==> src/rtl/sirv_pwm16_deadtime_pkg.sv <==
// Shared definitions for the pwm16 dead-time stage: channel FSM states,
// register offsets and CTRL/STAT field positions.
package sirv_pwm16_deadtime_pkg;

  typedef enum logic [2:0] {
    ST_OFF  = 3'd0,
    ST_DT_R = 3'd1,
    ST_HI   = 3'd2,
    ST_DT_F = 3'd3,
    ST_LO   = 3'd4
  } chnl_state_e;

  localparam logic [1:0] REG_CTRL = 2'd0;
  localparam logic [1:0] REG_DT   = 2'd1;
  localparam logic [1:0] REG_STAT = 2'd2;
  localparam logic [1:0] REG_RSVD = 2'd3;

  localparam int CTRL_EN_LSB  = 0;
  localparam int CTRL_POL_LSB = 4;
  localparam int STAT_HI_LSB  = 0;
  localparam int STAT_LO_LSB  = 4;

  // Only the word offset inside the 16-byte window is decoded.
  function automatic logic [1:0] reg_sel(input logic [31:0] addr);
    return addr[3:2];
  endfunction

endpackage

==> src/rtl/sirv_pwm16_deadtime_if.sv <==
// ICB command/response bundle used by the dead-time stage's config port.
interface sirv_pwm16_deadtime_if;
  logic        cmd_valid;
  logic        cmd_ready;
  logic [31:0] cmd_addr;
  logic        cmd_read;
  logic [31:0] cmd_wdata;
  logic        rsp_valid;
  logic        rsp_ready;
  logic [31:0] rsp_rdata;

  modport master (
    output cmd_valid, cmd_addr, cmd_read, cmd_wdata, rsp_ready,
    input  cmd_ready, rsp_valid, rsp_rdata
  );

  modport slave (
    input  cmd_valid, cmd_addr, cmd_read, cmd_wdata, rsp_ready,
    output cmd_ready, rsp_valid, rsp_rdata
  );
endinterface

==> src/rtl/sirv_pwm16_deadtime_chnl.sv <==
// One complementary output channel: dead-time FSM plus its down-counter.
//   state | meaning
//   OFF   | disabled, both sides off
//   DT_R  | dead time before high side turns on
//   HI    | high side on
//   DT_F  | dead time before low side turns on
//   LO    | low side on
module sirv_pwm16_deadtime_chnl
  import sirv_pwm16_deadtime_pkg::*;
#(
  parameter int DTW = 8
) (
  input  logic           clk,
  input  logic           rst_n,
  input  logic           en_i,
  input  logic           pol_i,
  input  logic           pwm_i,
  input  logic [DTW-1:0] dt_i,
  output logic           hi_st_o,
  output logic           lo_st_o,
  output logic           hi_o,
  output logic           lo_o
);

  chnl_state_e    state_q, state_d;
  logic [DTW-1:0] cnt_q, cnt_d;
  logic           cnt_tc;

  assign cnt_tc = (cnt_q <= DTW'(1));

  always_ff @(posedge clk or negedge rst_n) begin
    if (!rst_n) begin
      state_q <= ST_OFF;
      cnt_q   <= '0;
    end else begin
      state_q <= state_d;
      cnt_q   <= cnt_d;
    end
  end

  always_comb begin
    state_d = state_q;
    cnt_d   = cnt_q;
    if (!en_i) begin
      state_d = ST_OFF;
    end else begin
      case (state_q)
        ST_OFF: begin
          cnt_d   = dt_i;
          state_d = pwm_i ? ST_DT_R : ST_DT_F;
        end
        // A pulse that ends inside the dead time is swallowed.
        ST_DT_R: begin
          if (!pwm_i)      state_d = ST_LO;
          else if (cnt_tc) state_d = ST_HI;
          else             cnt_d   = cnt_q - DTW'(1);
        end
        ST_HI: begin
          if (!pwm_i) begin
            cnt_d   = dt_i;
            state_d = ST_DT_F;
          end
        end
        ST_DT_F: begin
          if (pwm_i)       state_d = ST_HI;
          else if (cnt_tc) state_d = ST_LO;
          else             cnt_d   = cnt_q - DTW'(1);
        end
        ST_LO: begin
          if (pwm_i) begin
            cnt_d   = dt_i;
            state_d = ST_DT_R;
          end
        end
        default: state_d = ST_OFF;
      endcase
    end
  end

  assign hi_st_o = (state_q == ST_HI);
  assign lo_st_o = (state_q == ST_LO);
  assign hi_o    = hi_st_o ^ pol_i;
  assign lo_o    = lo_st_o ^ pol_i;

endmodule

==> src/rtl/sirv_pwm16_deadtime.sv <==
// Complementary dead-time stage after pwm16: ICB config slave, CTRL/DT
// registers and one dead-time channel per pwm16 comparator output.
module sirv_pwm16_deadtime
  import sirv_pwm16_deadtime_pkg::*;
#(
  parameter int NCH = 4,
  parameter int DTW = 8
) (
  input  logic                clk,
  input  logic                rst_n,
  sirv_pwm16_deadtime_if.slave i_icb,
  input  logic [NCH-1:0]      pwm_in,
  output logic [NCH-1:0]      pwm_hi_o,
  output logic [NCH-1:0]      pwm_lo_o
);

  localparam int CW = CTRL_POL_LSB + NCH;

  logic [CW-1:0]  ctrl_q, ctrl_d;
  logic [DTW-1:0] dt_q, dt_d;
  logic           rsp_valid_q, rsp_valid_d;
  logic [31:0]    rdata_q, rdata_d;

  logic           cmd_ready;
  logic           cmd_hsk;
  logic [1:0]     sel;
  logic [31:0]    stat_w;
  logic [31:0]    rd_mux;
  logic [NCH-1:0] hi_st, lo_st;
  logic           unused_bits;

  assign cmd_ready = ~rsp_valid_q | i_icb.rsp_ready;
  assign cmd_hsk   = i_icb.cmd_valid & cmd_ready;
  assign sel       = reg_sel(i_icb.cmd_addr);

  assign i_icb.cmd_ready = cmd_ready;
  assign i_icb.rsp_valid = rsp_valid_q;
  assign i_icb.rsp_rdata = rdata_q;

  assign unused_bits = ^{i_icb.cmd_addr[31:4], i_icb.cmd_addr[1:0], i_icb.cmd_wdata};

  always_comb begin
    stat_w = '0;
    stat_w[STAT_HI_LSB +: NCH] = hi_st;
    stat_w[STAT_LO_LSB +: NCH] = lo_st;
  end

  always_comb begin
    rd_mux = '0;
    case (sel)
      REG_CTRL: rd_mux = 32'(ctrl_q);
      REG_DT:   rd_mux = 32'(dt_q);
      REG_STAT: rd_mux = stat_w;
      REG_RSVD: rd_mux = '0;
      default:  rd_mux = '0;
    endcase
  end

  always_comb begin
    ctrl_d      = ctrl_q;
    dt_d        = dt_q;
    rsp_valid_d = rsp_valid_q;
    rdata_d     = rdata_q;
    if (cmd_hsk) begin
      rsp_valid_d = 1'b1;
      rdata_d     = i_icb.cmd_read ? rd_mux : '0;
      if (!i_icb.cmd_read) begin
        case (sel)
          REG_CTRL: ctrl_d = i_icb.cmd_wdata[CW-1:0];
          REG_DT:   dt_d   = i_icb.cmd_wdata[DTW-1:0];
          default:  ;
        endcase
      end
    end else if (i_icb.rsp_ready) begin
      rsp_valid_d = 1'b0;
    end
  end

  always_ff @(posedge clk or negedge rst_n) begin
    if (!rst_n) begin
      ctrl_q      <= '0;
      dt_q        <= '0;
      rsp_valid_q <= 1'b0;
      rdata_q     <= '0;
    end else begin
      ctrl_q      <= ctrl_d;
      dt_q        <= dt_d;
      rsp_valid_q <= rsp_valid_d;
      rdata_q     <= rdata_d;
    end
  end

  for (genvar g = 0; g < NCH; g++) begin : g_chnl
    sirv_pwm16_deadtime_chnl #(.DTW(DTW)) u_chnl (
      .clk     (clk),
      .rst_n   (rst_n),
      .en_i    (ctrl_q[CTRL_EN_LSB + g]),
      .pol_i   (ctrl_q[CTRL_POL_LSB + g]),
      .pwm_i   (pwm_in[g]),
      .dt_i    (dt_q),
      .hi_st_o (hi_st[g]),
      .lo_st_o (lo_st[g]),
      .hi_o    (pwm_hi_o[g]),
      .lo_o    (pwm_lo_o[g])
    );
  end

endmodule

==> src/flat_wrapper.sv <==
// flat-port wrapper written by rule: the top's interface ports become plain ports
module sirv_pwm16_deadtime_flat import sirv_pwm16_deadtime_pkg::*;
#(
  parameter int NCH = 4,
  parameter int DTW = 8
)
  (clk, rst_n, pwm_in, pwm_hi_o, pwm_lo_o, i_icb_cmd_valid, i_icb_cmd_addr, i_icb_cmd_read, i_icb_cmd_wdata, i_icb_rsp_ready, i_icb_cmd_ready, i_icb_rsp_valid, i_icb_rsp_rdata);
  sirv_pwm16_deadtime_if i_icb_i ();
  input  logic clk;
  input  logic rst_n;
  input  logic [NCH-1:0] pwm_in;
  output logic [NCH-1:0] pwm_hi_o;
  output logic [NCH-1:0] pwm_lo_o;
  input wire logic [$bits(i_icb_i.cmd_valid)-1:0] i_icb_cmd_valid;
  input wire logic [$bits(i_icb_i.cmd_addr)-1:0] i_icb_cmd_addr;
  input wire logic [$bits(i_icb_i.cmd_read)-1:0] i_icb_cmd_read;
  input wire logic [$bits(i_icb_i.cmd_wdata)-1:0] i_icb_cmd_wdata;
  input wire logic [$bits(i_icb_i.rsp_ready)-1:0] i_icb_rsp_ready;
  output wire logic [$bits(i_icb_i.cmd_ready)-1:0] i_icb_cmd_ready;
  output wire logic [$bits(i_icb_i.rsp_valid)-1:0] i_icb_rsp_valid;
  output wire logic [$bits(i_icb_i.rsp_rdata)-1:0] i_icb_rsp_rdata;
  assign i_icb_i.cmd_valid = i_icb_cmd_valid;
  assign i_icb_i.cmd_addr = i_icb_cmd_addr;
  assign i_icb_i.cmd_read = i_icb_cmd_read;
  assign i_icb_i.cmd_wdata = i_icb_cmd_wdata;
  assign i_icb_i.rsp_ready = i_icb_rsp_ready;
  assign i_icb_cmd_ready = i_icb_i.cmd_ready;
  assign i_icb_rsp_valid = i_icb_i.rsp_valid;
  assign i_icb_rsp_rdata = i_icb_i.rsp_rdata;
  sirv_pwm16_deadtime #(.NCH(NCH), .DTW(DTW)) u_core (.clk(clk), .rst_n(rst_n), .i_icb(i_icb_i), .pwm_in(pwm_in), .pwm_hi_o(pwm_hi_o), .pwm_lo_o(pwm_lo_o));
endmodule
==> config.mk <==
export PLATFORM = sky130hd
export DESIGN_NAME = sirv_pwm16_deadtime_flat
export DESIGN_NICKNAME = d
export VERILOG_FILES = /design/src/rtl/sirv_pwm16_deadtime_pkg.sv /design/src/rtl/sirv_pwm16_deadtime_if.sv /design/src/rtl/sirv_pwm16_deadtime_chnl.sv /design/src/rtl/sirv_pwm16_deadtime.sv /design/src/flat_wrapper.sv
export SDC_FILE = /design/constraint.sdc
export NUM_CORES = 1
export LEC_CHECK = 0
export ABC_AREA = 1
export ABC_CLOCK_PERIOD_IN_PS = 2000
export BUFFER_PORTS_ARGS = -buffer_cell sky130_fd_sc_hd__clkbuf_2
export CAP_MARGIN = 40
export CORE_AREA = 2 2 175 91
export DETAILED_ROUTE_END_ITERATION = 8
export DIE_AREA = 0 0 177 93
export GPL_ROUTABILITY_DRIVEN = 0
export PLACE_DENSITY = 0.63
export SLEW_MARGIN = 40
export SYNTH_ARGS = -nofsm -noshare
export SYNTH_HDL_FRONTEND = slang
export SYNTH_HIERARCHICAL = 1
export SYNTH_SLANG_ARGS = --single-unit
==> constraint.sdc <==
create_clock -name clk -period 2 [get_ports clk]
set_input_delay 0.2 -clock clk [delete_from_list [all_inputs] [get_ports clk]]
set_output_delay 0.2 -clock clk [all_outputs]
set_load 0.05 [all_outputs]
After elaboration in Yosys (flattened, before gate mapping)
Cells that the tools add are included.

operators by class
  magnitude comparators = 4
  shift operators = 0
  $mul = 0
  eq/ne operators = 51
  multiplexer cells = 64
  bitwise operators = 12
  div/mod/pow operators = 0
  reductions and logical operators = 20
  add/subtract/negate cells = 4

operators by type and width
  cell                 number
  $mux 8               20
  $pmux 8 s5           4
  $pmux 32 s4          1
  $mux 3               28
  $pmux 3 s5           4
  $le 8x1->1 const B   4
  $mux 32              1
  $ne 2x2->1 const B   16
  $ne 4x4->1 const B   8
  $sub 8x1->8 const B  4
  $eq 3x2->1 const B   8
  $ne 3x3->1 const B   8
  $reduce_and 6->1     4
  $reduce_bool 5->1    4
  $reduce_and 4->1     4
  $eq 3x1->1 const B   4
  $eq 3x3->1 const B   4
  $logic_not 3->1      4
  $mux 2               4
  $xor 1x1->1          8
  $reduce_and 3->1     2
  $eq 2x2->1 const B   2
  $eq 2x1->1 const B   1
  $logic_not 2->1      1
  other kinds (5)      7

word-level totals
  memory bits (read-only) = 0
  RAM bits = 0
  bits in registers = 93
  output and inout bits = 42
  input bits = 73
  latch bits = 0
  memories kept = 0

Depth between registers and ports, before layout
Gate-level depths: netlist of the first run.

  word-level depth = 5
  mapped depth = 10
  gate-level depth less buffers = 10

Modules after synthesis
The synthesis of the first run kept the hierarchy.

by module, submodules not included
  module                                                  sequential area each (um2)  instances  cells an instance  area each (um2)
  sirv_pwm16_deadtime_chnl (u_core.g_chnl[0].u_chnl ...)  275.3                       3          135                855.8
  sirv_pwm16_deadtime                                     625.6                       1          173                1448.9
  sirv_pwm16_deadtime_chnl (u_core.g_chnl[3].u_chnl)      275.3                       1          135                862.1

Worst setup path before layout of the first run
No wires, ideal clock.

  path kind = register to output
  start point = reg u_core.g_chnl[3].u_chnl.state_q[1]
  end point = out pwm_lo_o[3]
  data required time = 1.800 ns
  cell stages (with the launch flop) = 5
  buffers on the path = 0
  arrival time = 1.443 ns
  setup slack = 0.357 ns
  path through = dfrtp_1 inv_2 nand2_2 nor2_4 xor2_1

between the ends
  word-level cells in the longest chain between the ends = 2

ends and longest elaborated chain
  element                 line                            RTL
  start, declared         sirv_pwm16_deadtime_chnl.sv:25  chnl_state_e state_q, state_d;
  start signal, assigned  sirv_pwm16_deadtime_chnl.sv:36  state_q <= state_d;
  $eq 3x3->1              sirv_pwm16_deadtime_chnl.sv:81  assign lo_st_o = (state_q == ST_LO);
  net u_core.lo_st[3]     sirv_pwm16_deadtime.sv:29       logic [NCH-1:0] hi_st, lo_st;
  $xor 1x1->1             sirv_pwm16_deadtime_chnl.sv:83  assign lo_o = lo_st_o ^ pol_i;
  end, declared           flat_wrapper.sv:13              output logic [NCH-1:0] pwm_lo_o;

The timed path passes the listed nets, and every way through them passes these cells.

Final worst setup path of the first run
  start point = reg u_core.g_chnl[2].u_chnl.state_q[2]
  end point = out pwm_hi_o[2]

between the ends
  word-level cells in the longest chain between the ends = 2

ends and longest elaborated chain
  element                 line                            RTL
  start, declared         sirv_pwm16_deadtime_chnl.sv:25
  start signal, assigned  sirv_pwm16_deadtime_chnl.sv:36
  $eq 3x2->1              sirv_pwm16_deadtime_chnl.sv:80  assign hi_st_o = (state_q == ST_HI);
  $xor 1x1->1             sirv_pwm16_deadtime_chnl.sv:82  assign hi_o = hi_st_o ^ pol_i;
  end, declared           flat_wrapper.sv:12              output logic [NCH-1:0] pwm_hi_o;

No other way between the ends.

==> metrics, run 1 <==
status=finished clean; TritonRoute pass-1 iters=5; final worst slack=0.1059 ns; grt ovf=0; Core Area=15010 um2; die footprint=16460 um2; Crit. End Element=output port; f_max=528.0 MHz; antenna violations before repair=0; Num Clock Sinks=69; Worst R2R Path Depth=9; type of the worst setup path=reg -> out; Skew-Pair Late Insertion Delay=0.34 ns; I/O Buffers=36; hold slack=0.1361 ns; hold path cells=3; max-cap viol count=0; setup TNS=0 ns; Initial Util=32.49%; fin util=36.51%; synthesized area per cell=6.842 um2; R2R setup slack=0.24 ns; PwrDens=1356 nW/um2; Buf+Inv Stages, Crit Path=2; worst stage delay on the critical path=0.41 ns; Synth area leaders=dfrtp_1 (35%), nand2_1 (22%), nand3_1 (6.1%); Fillers=1633; detailed placer's ending HPWL=9532 um; fin nets=832; largest area contributor in the netlist=dfrtp_1; worst r2r src=u_core/g_chnl[1].u_chnl/cnt_q[0]; P_leak=2.925 nW; Hold Vio Cnt, Final=0; synthesized area=4878 um2; setup bufs post-CTS=0; Total Wirelength=12830 um; slowest CP cell=dfrtp_1; initial DRC count=321; Clock Tree Buf Depth=2; Die Ht=93 um; root buffer cell=clkbuf_16; Post-Synthesis Cells=713; Final Max Tran Viols=0; CTS Buf Count=9; final clock skew=0.008612 ns; Crit Path Max Fanout=4; H-tree levels=3; unrepaired setup endpoints after global routing=false; GRT Util Overall=16.73%; total power=7.435 mW; Synthesis Warnings=6; Die X=177 um; antenna fix cells=0; Worst path depth=4; Final Critical Period=1.894 ns; CTS tree=done; peak supply drop=0.5182 mV; sequential area share after synthesis=35.39%; share of cells above drive strength 1=15.21%; I/O pin cnt=115; pre-CTS setup slack=0.2445 ns; area growth from synthesis to layout=12.36%; Worst setup endpoint=pwm_hi_o[2]; largest net degree at the start of global routing=47; Critical Path, Cell by Cell=inv_2, nand3_1, xor2_1, clkbuf_2; count of cell types in the netlist=34; antenna violation net count after detailed routing=0; Crit path required time=1.80 ns; register bit total from synthesis=69; HP Class=in -> reg; Vias/cell=4.681; Worst-path clk slew=0.06 ns; Remaining DRCs=0; Critical path origin=u_core/g_chnl[2].u_chnl/state_q[2]; via count=4494; family with the most delay on the worst path=buffers and inverters; period utilization=94.70%; Critical Path AT=1.69 ns; Final Setup Violations=0; number of global-route vias before repair=4006; FP Rows=32; DR WL/cell=13.36 um; global-route wire length before repair=21250 um; Worst R2R End=u_core/g_chnl[1].u_chnl/cnt_q[4]; share of the synthesized area in the top cell type=35.39%; crit start category=register
## synth_stat cells
cell      count
nand2_1     281
dfrtp_1      69
nand3_1      59
inv_1        58
nor2_1       52
nand4_1      27
o21ai_0      27
buf_4        25
inv_2        19
xor2_1       11
o21ai_2       9
ha_1          8
nand2_2       8
buf_2         5
buf_6         5
nand2_4       5
or2_2         5
a21oi_1       4
a31oi_1       4
nand3_2       4
nor2_2        4
nor3b_1       4
o211ai_1      4
nor3_1        3
nor2_4        2
nor2_8        2
o21ai_1       2
a21oi_4       1
clkbuf_8      1
clkinv_1      1
conb_1        1
inv_4         1
nand4_4       1
xnor2_1       1
## through the flow
step / cell area, um2 / std cells
finish: 5482 / 960
global route: 5482 / 960
CTS: 5482 / 960
detailed placement: 5155 / 943
global placement: 5155 / 943
floorplan: 4965 / 736
## report_power, final
part | switching [mW] | internal (mW) | total (mW)
Sequential | 0.522 | 1.80 | 2.33
Clock | 0.640 | 1.09 | 1.73
Combinational | 2.32 | 1.06 | 3.38
## repair_timing
action / CTS / global route
endpoints found under the hold margin: 23 / 0
setup endpoints to repair: 0 / 0
hold buffers: 1 / 0
resized for setup: 0 / 0
## how the worst min path moves through the flow
stage / from / endpoint / slack (ns)
6_report: i_icb_cmd_wdata[4] / u_core/dt_q[4] / 0.14
4_1_cts: i_icb_cmd_wdata[7] / u_core/ctrl_q[7] / 0.13
2_1_floorplan: rst_n / u_core/ctrl_q[0] / -0.1
5_1_grt: i_icb_cmd_wdata[7] / u_core/ctrl_q[7] / 0.15
3_5_place_dp: rst_n / u_core/g_chnl[2].u_chnl/cnt_q[6] / 0.14
3_3_place_gp: rst_n / u_core/g_chnl[2].u_chnl/cnt_q[1] / 0.13
## layer usage
layer / track usage (%) / part of all wire [%]
met1: 26.33 / 54
met2: 20.78 / 36
met3: 5.691 / 9.8
met4: 3.650 / 0.89
met5: 3.205 / 0
## state kept, by name (all words and copies together) (netlist names)
| register | count |
|---|---|
| u_core/ctrl_q | 8 |
| u_core/dt_q | 8 |
| u_core/g_chnl.u_chnl/state_q | 12 |
| u_core/i_icb.rsp_rdata | 8 |
| u_core/i_icb.rsp_valid | 1 |
| u_core/g_chnl.u_chnl/cnt_q | 32 |
## layout make-up
type	count	area, um2	share of cell area [%]
inverters	79	299.0	5.455
repair buffers	40	227.7	4.154
multi-input cells	552	2656	48.46
flip-flops and latches	69	1727	31.50
well taps	204	255.2	4.656
clock buffers	10	229.0	4.177
clock inverters	6	87.58	1.598
## worst min-delay path, stage by stage
cell	delay, ns
clkbuf_2	0.10
nand4_1	0.09
nand2_1	0.05
## kinds of logic after synthesis
kind of cell	share of synthesized area [%]
DFF	35.39
other	0.07687
AOI/OAI and AO/OA	6.463
buffers and inverters	11.93
xor gates and xnor gates	2.154
adders and majority gates	2.052
and+or+nand+nor	41.93
## placed cells by master, fill, tap and decap left out, drive strengths merged
cell type and count:
xor2 11, nand2 294, ha 8, conb 24, dfrtp 69, buf 4, o21ai 38, nor3 3
nor2 60, nor3b 4, clkbuf 45, clkinv 2, or2 5, clkinvlp 3, inv 78, xnor2 1
a31oi 4, o211ai 4, nand3 63, a21oi 5, dlygate4sd3 1, nand4 28, bufinv 2
(Power assumes the default switching activity.)
==> run 2: changes to the inputs <==
Settings changed: CELL_PAD_IN_SITES_DETAIL_PLACEMENT set to 0, CELL_PAD_IN_SITES_GLOBAL_PLACEMENT set to 1, PLACE_DENSITY 0.63 to 0.81.
==> run 2 against run 1 <==
Compared with the run above: power increased by 2.3%; via count is 1.0% lower; global-route usage grew 0.24 points; first-iteration DRC count is 8.4% higher; setup slack better by 0.10 ns; hold slack worse by 0.022 ns; fmax grew 5.9%; clock-buffer cell count unchanged; critical path type is now reg -> reg; critical endpoint is now u_core/g_chnl[1].u_chnl/cnt_q[7]; largest cell class unchanged.
==> metrics, run 2 (synthesis gave the netlist of run 1 again) <==
Most flops, register=u_core/g_chnl.u_chnl/cnt_q; period utilization=89.47%; f_max=558.9 MHz; crit start category=register; fin nets=834; unrepaired setup endpoints after global routing=false; P_leak=2.955 nW; Final Setup Violations=0; GRT Util Overall=16.97%; I/O Buffers=36; total power=7.606 mW; Remaining DRCs=0; setup TNS=0 ns; antenna fix cells=0; antenna violation net count after detailed routing=0; final clock skew=0.006006 ns; HP Class=in -> reg; initial DRC count=348; antenna violations before repair=0; Clock Tree Buf Depth=2; Die Ht=93 um; Core Area=15010 um2; Crit Path Max Fanout=12; biggest regs=u_core/g_chnl.u_chnl/cnt_q: 32 flops, u_core/g_chnl.u_chnl/state_q: 12 flops; Skew-Pair Late Insertion Delay=0.34 ns; share of cells above drive strength 1=15.57%; number of global-route vias before repair=3890; Total Wirelength=13050 um; detailed placer's ending HPWL=9639 um; area growth from synthesis to layout=13.34%; via count=4448; setup bufs post-CTS=0; largest net degree at the start of global routing=32; H-tree levels=3; grt ovf=0; Final Critical Period=1.789 ns; Die X=177 um; max-cap viol count=0; hold slack=0.1141 ns; root buffer cell=clkbuf_16; Crit path required time=2.23 ns; max reg flops=32; type of the worst setup path=reg -> reg; die footprint=16460 um2; Crit. End Element=register; Vias/cell=4.624; Worst-path clk slew=0.06 ns; Hold Vio Cnt, Final=0; Critical Path AT=2.02 ns; CTS Buf Count=9; Initial Util=32.49%; Final Max Tran Viols=0; global-route wire length before repair=21650 um; most frequent cells in the layout=nand2_1 (281), dfrtp_1 (69), nand3_1 (59), inv_1 (58), nor2_1 (52); peak supply drop=0.5266 mV; TritonRoute pass-1 iters=5; most common cell after layout, fill and taps aside=nand2_1; Num Clock Sinks=69; CTS tree=done; I/O pin cnt=115; status=finished clean; FP Rows=32; Post-CTS Resized=0; cts hold-fix bufs=1; PwrDens=1376 nW/um2; DR WL/cell=13.56 um
==> run 2: final cells by class <==
type | instances | area (um2)
clock buffer | 10 | 239.0
clock inverter | 6 | 110.1
fill | 1646 | 9485
inverter | 79 | 299.0
multi-input combinational | 552 | 2656
sequential | 69 | 1727
tap | 204 | 255.2
timing repair buffer | 42 | 242.7
==> run 2: metal layers <==
metal / track usage, % / vias up / routed length (um)
li1: - / 2305 / -
met1: 27.97 / 1999 / 7297
met2: 21.43 / 132 / 4805
met3: 3.821 / 12 / 847
met4: 3.512 / 0 / 97
met5: 0 / - / 0
==> run 2: worst max-delay path, cell delays in order (launching register included) <==
cell     delay (ns)
dfrtp_1        0.41
inv_1          0.16
ha_1           0.25
nor2_1         0.07
nor2_1         0.15
nand3_1        0.12
nand3_2        0.26
inv_2          0.14
nand2_1        0.08
nand2_1        0.05
==> run 2: final timing paths <==
path,start,to,slack [ns],cells after the start
worst max register to register,u_core/g_chnl[1].u_chnl/cnt_q[0],u_core/g_chnl[1].u_chnl/cnt_q[7],0.21,9
worst min-delay path,i_icb_cmd_wdata[5],u_core/dt_q[5],0.11,3
min in group asynchronous,rst_n,u_core/g_chnl[2].u_chnl/state_q[2],0.32,2
worst max-delay path,u_core/g_chnl[1].u_chnl/cnt_q[0],u_core/g_chnl[1].u_chnl/cnt_q[7],0.21,9
worst min register to register,u_core/g_chnl[3].u_chnl/cnt_q[7],u_core/g_chnl[3].u_chnl/cnt_q[7],0.48,2
max in group asynchronous,rst_n,u_core/g_chnl[0].u_chnl/cnt_q[2],1.14,3
==> run 2: metrics by stage <==
stage / instance area (um2) / util, % / worst slack, ns / cells
5_1_grt: 5529 / 36.83 / 0.07442 / 962
3_5_place_dp: 5170 / 34.43 / 0.2637 / 945
6_report: 5529 / 36.83 / 0.2107 / 962
2_1_floorplan: 4965 / - / 0.3570 / 736
3_3_place_gp: 5170 / 34.43 / 0.2401 / 945
4_1_cts: 5529 / 36.83 / 0.2373 / 962
==> run 2: power by group <==
| group | total, mW | internal [mW] | switching [mW] |
|---|---|---|---|
| combinational | 3.40 | 1.07 | 2.33 |
| sequential | 2.33 | 1.80 | 0.520 |
| clock | 1.88 | 1.25 | 0.633 |
| total | 7.61 | 4.13 | 3.48 |
==> run 3: changes to the inputs <==
Settings changed: ABC_CLOCK_PERIOD_IN_PS 2000 to 2050.
Clock period 2 ns to 2.05 ns, I/O delays scaled along.
==> run 3 against run 2 <==
Compared with the run above: critical path type unchanged; design area down 0.81%; register-to-register slack better by 0.06 ns; non-clock buffer count down 1; hold slack better by 0.013 ns; highest routed layer unchanged; critical path depth unchanged; utilization down 0.30 points; clock skew about the same; routed wire length up 0.71%.
==> metrics, run 3 (synthesis gave the netlist of run 1 again) <==
I/O pin cnt=115; antenna violation net count after detailed routing=0; cts hold-fix bufs=1; fin nets=833; period utilization=86.72%; f_max=562.5 MHz; peak supply drop=0.4421 mV; biggest regs=u_core/g_chnl.u_chnl/cnt_q: 32 flops, u_core/g_chnl.u_chnl/state_q: 12 flops; initial DRC count=398; largest net degree at the start of global routing=43; placed cell area=5162 um2; Post-CTS Resized=0; Fillers=1591; max reg flops=32; HP Class=in -> reg; Multi-input gate area=2656 um2; H-tree levels=3; max-cap viol count=0; Most flops, register=u_core/g_chnl.u_chnl/cnt_q; grt ovf=0; Critical Path AT=2.00 ns; CTS Buf Count=9; Total Wirelength=13140 um; setup TNS=0 ns; hold slack=0.1272 ns; Num Clock Sinks=69; area growth from synthesis to layout=12.41%; die footprint=16460 um2; Vias/cell=4.651; antenna fix cells=0; final worst slack=0.2723 ns; Crit Path Max Fanout=12; DP Cell Count=944; P_leak=2.933 nW; most frequent cells in the layout=nand2_1 (281), dfrtp_1 (69), nand3_1 (59), inv_1 (58), nor2_1 (52); Remaining DRCs=0; Clock Tree Buf Depth=2; pre-CTS setup slack=0.3000 ns; Final Max Tran Viols=0; detailed placer's ending HPWL=9623 um; met1 usage=27.86%; DR WL/cell=13.67 um; FP Rows=32; Core Area=15010 um2; crit start category=register; Skew-Pair Late Insertion Delay=0.33 ns; final clock skew=0.006501 ns; PwrDens=1315 nW/um2; Hold Vio Cnt, Final=0; GRT Util Overall=17.31%; setup bufs post-CTS=0; Final Setup Violations=0; share of cells above drive strength 1=15.46%; number of global-route vias before repair=4040; Crit path required time=2.27 ns; Final Critical Period=1.778 ns; met3 Usage GRT=4.024%; Top Usage Layer GRT=met1; most common cell after layout, fill and taps aside=nand2_1; type of the worst setup path=reg -> reg; GR Util met2=22.47%; Crit. End Element=register; unrepaired setup endpoints after global routing=false; Die X=177 um; fin util=36.53%; total power=7.212 mW; Initial Util=32.49%; TritonRoute pass-1 iters=6; via count=4470; CTS tree=done; antenna violations before repair=0; I/O Buffers=36; root buffer cell=clkbuf_16; status=finished clean; Die Ht=93 um; Reg area=1727 um2; final instance area=5484 um2; global-route wire length before repair=22050 um; final non-filler cell total=961; Worst-path clk slew=0.06 ns
-- run 3: cell types whose count changed in the layout (fill, tap and decap cells not counted) --
| cell | delta |
|---|---|
| buf_4 | -1 |
| bufinv_16 | -2 |
| clkbuf_8 | +1 |
| clkinv_4 | +1 |
-- run 3: cell type report --
cell class	count	share of cell area, %
Multi-Input combinational cell	552	48.44
Sequential cell	69	31.49
Inverter	79	5.453
Tap cell	204	4.654
Clock buffer	11	4.609
Timing Repair Buffer	41	4.289
Clock inverter	5	1.072
-- run 3: path summary, 6_finish.rpt --
path	from	end	slack [ns]	cells after the start
hold / removal	i_icb_cmd_wdata[5]	u_core/dt_q[5]	0.13	3
setup / recovery	u_core/g_chnl[2].u_chnl/cnt_q[0]	u_core/g_chnl[2].u_chnl/cnt_q[5]	0.27	9
max in group asynchronous	rst_n	u_core/g_chnl[1].u_chnl/state_q[1]	1.14	3
hold reg to reg	u_core/g_chnl[3].u_chnl/cnt_q[7]	u_core/g_chnl[3].u_chnl/cnt_q[7]	0.48	2
min in group asynchronous	rst_n	u_core/g_chnl[2].u_chnl/state_q[1]	0.35	2
setup reg to reg	u_core/g_chnl[2].u_chnl/cnt_q[0]	u_core/g_chnl[2].u_chnl/cnt_q[5]	0.27	9
-- run 3: power breakdown --
| group | internal [mW] | switching (mW) | leakage (nW) |
|---|---|---|---|
| clock network | 1.01 | 0.613 | 0.148 |
| registers | 1.76 | 0.514 | 0.894 |
| logic | 1.05 | 2.27 | 1.89 |
| total | 3.81 | 3.40 | 2.93 |
-- run 3: worst max-delay path: stages (launching register included) --
cell,delay [ns]
dfrtp_1,0.41
inv_1,0.15
ha_1,0.21
nor2_1,0.06
nor2_1,0.17
nand3_1,0.12
nand3_2,0.27
inv_2,0.14
nand2_1,0.08
nand2_1,0.05
-- run 3: per-layer routing --
| layer | wire (um) | share of wire [%] |
|---|---|---|
| met5 | 0 | 0 |
| met4 | 125 | 0.95 |
| met3 | 836 | 6.4 |
| met2 | 4973 | 38 |
| met1 | 7205 | 55 |
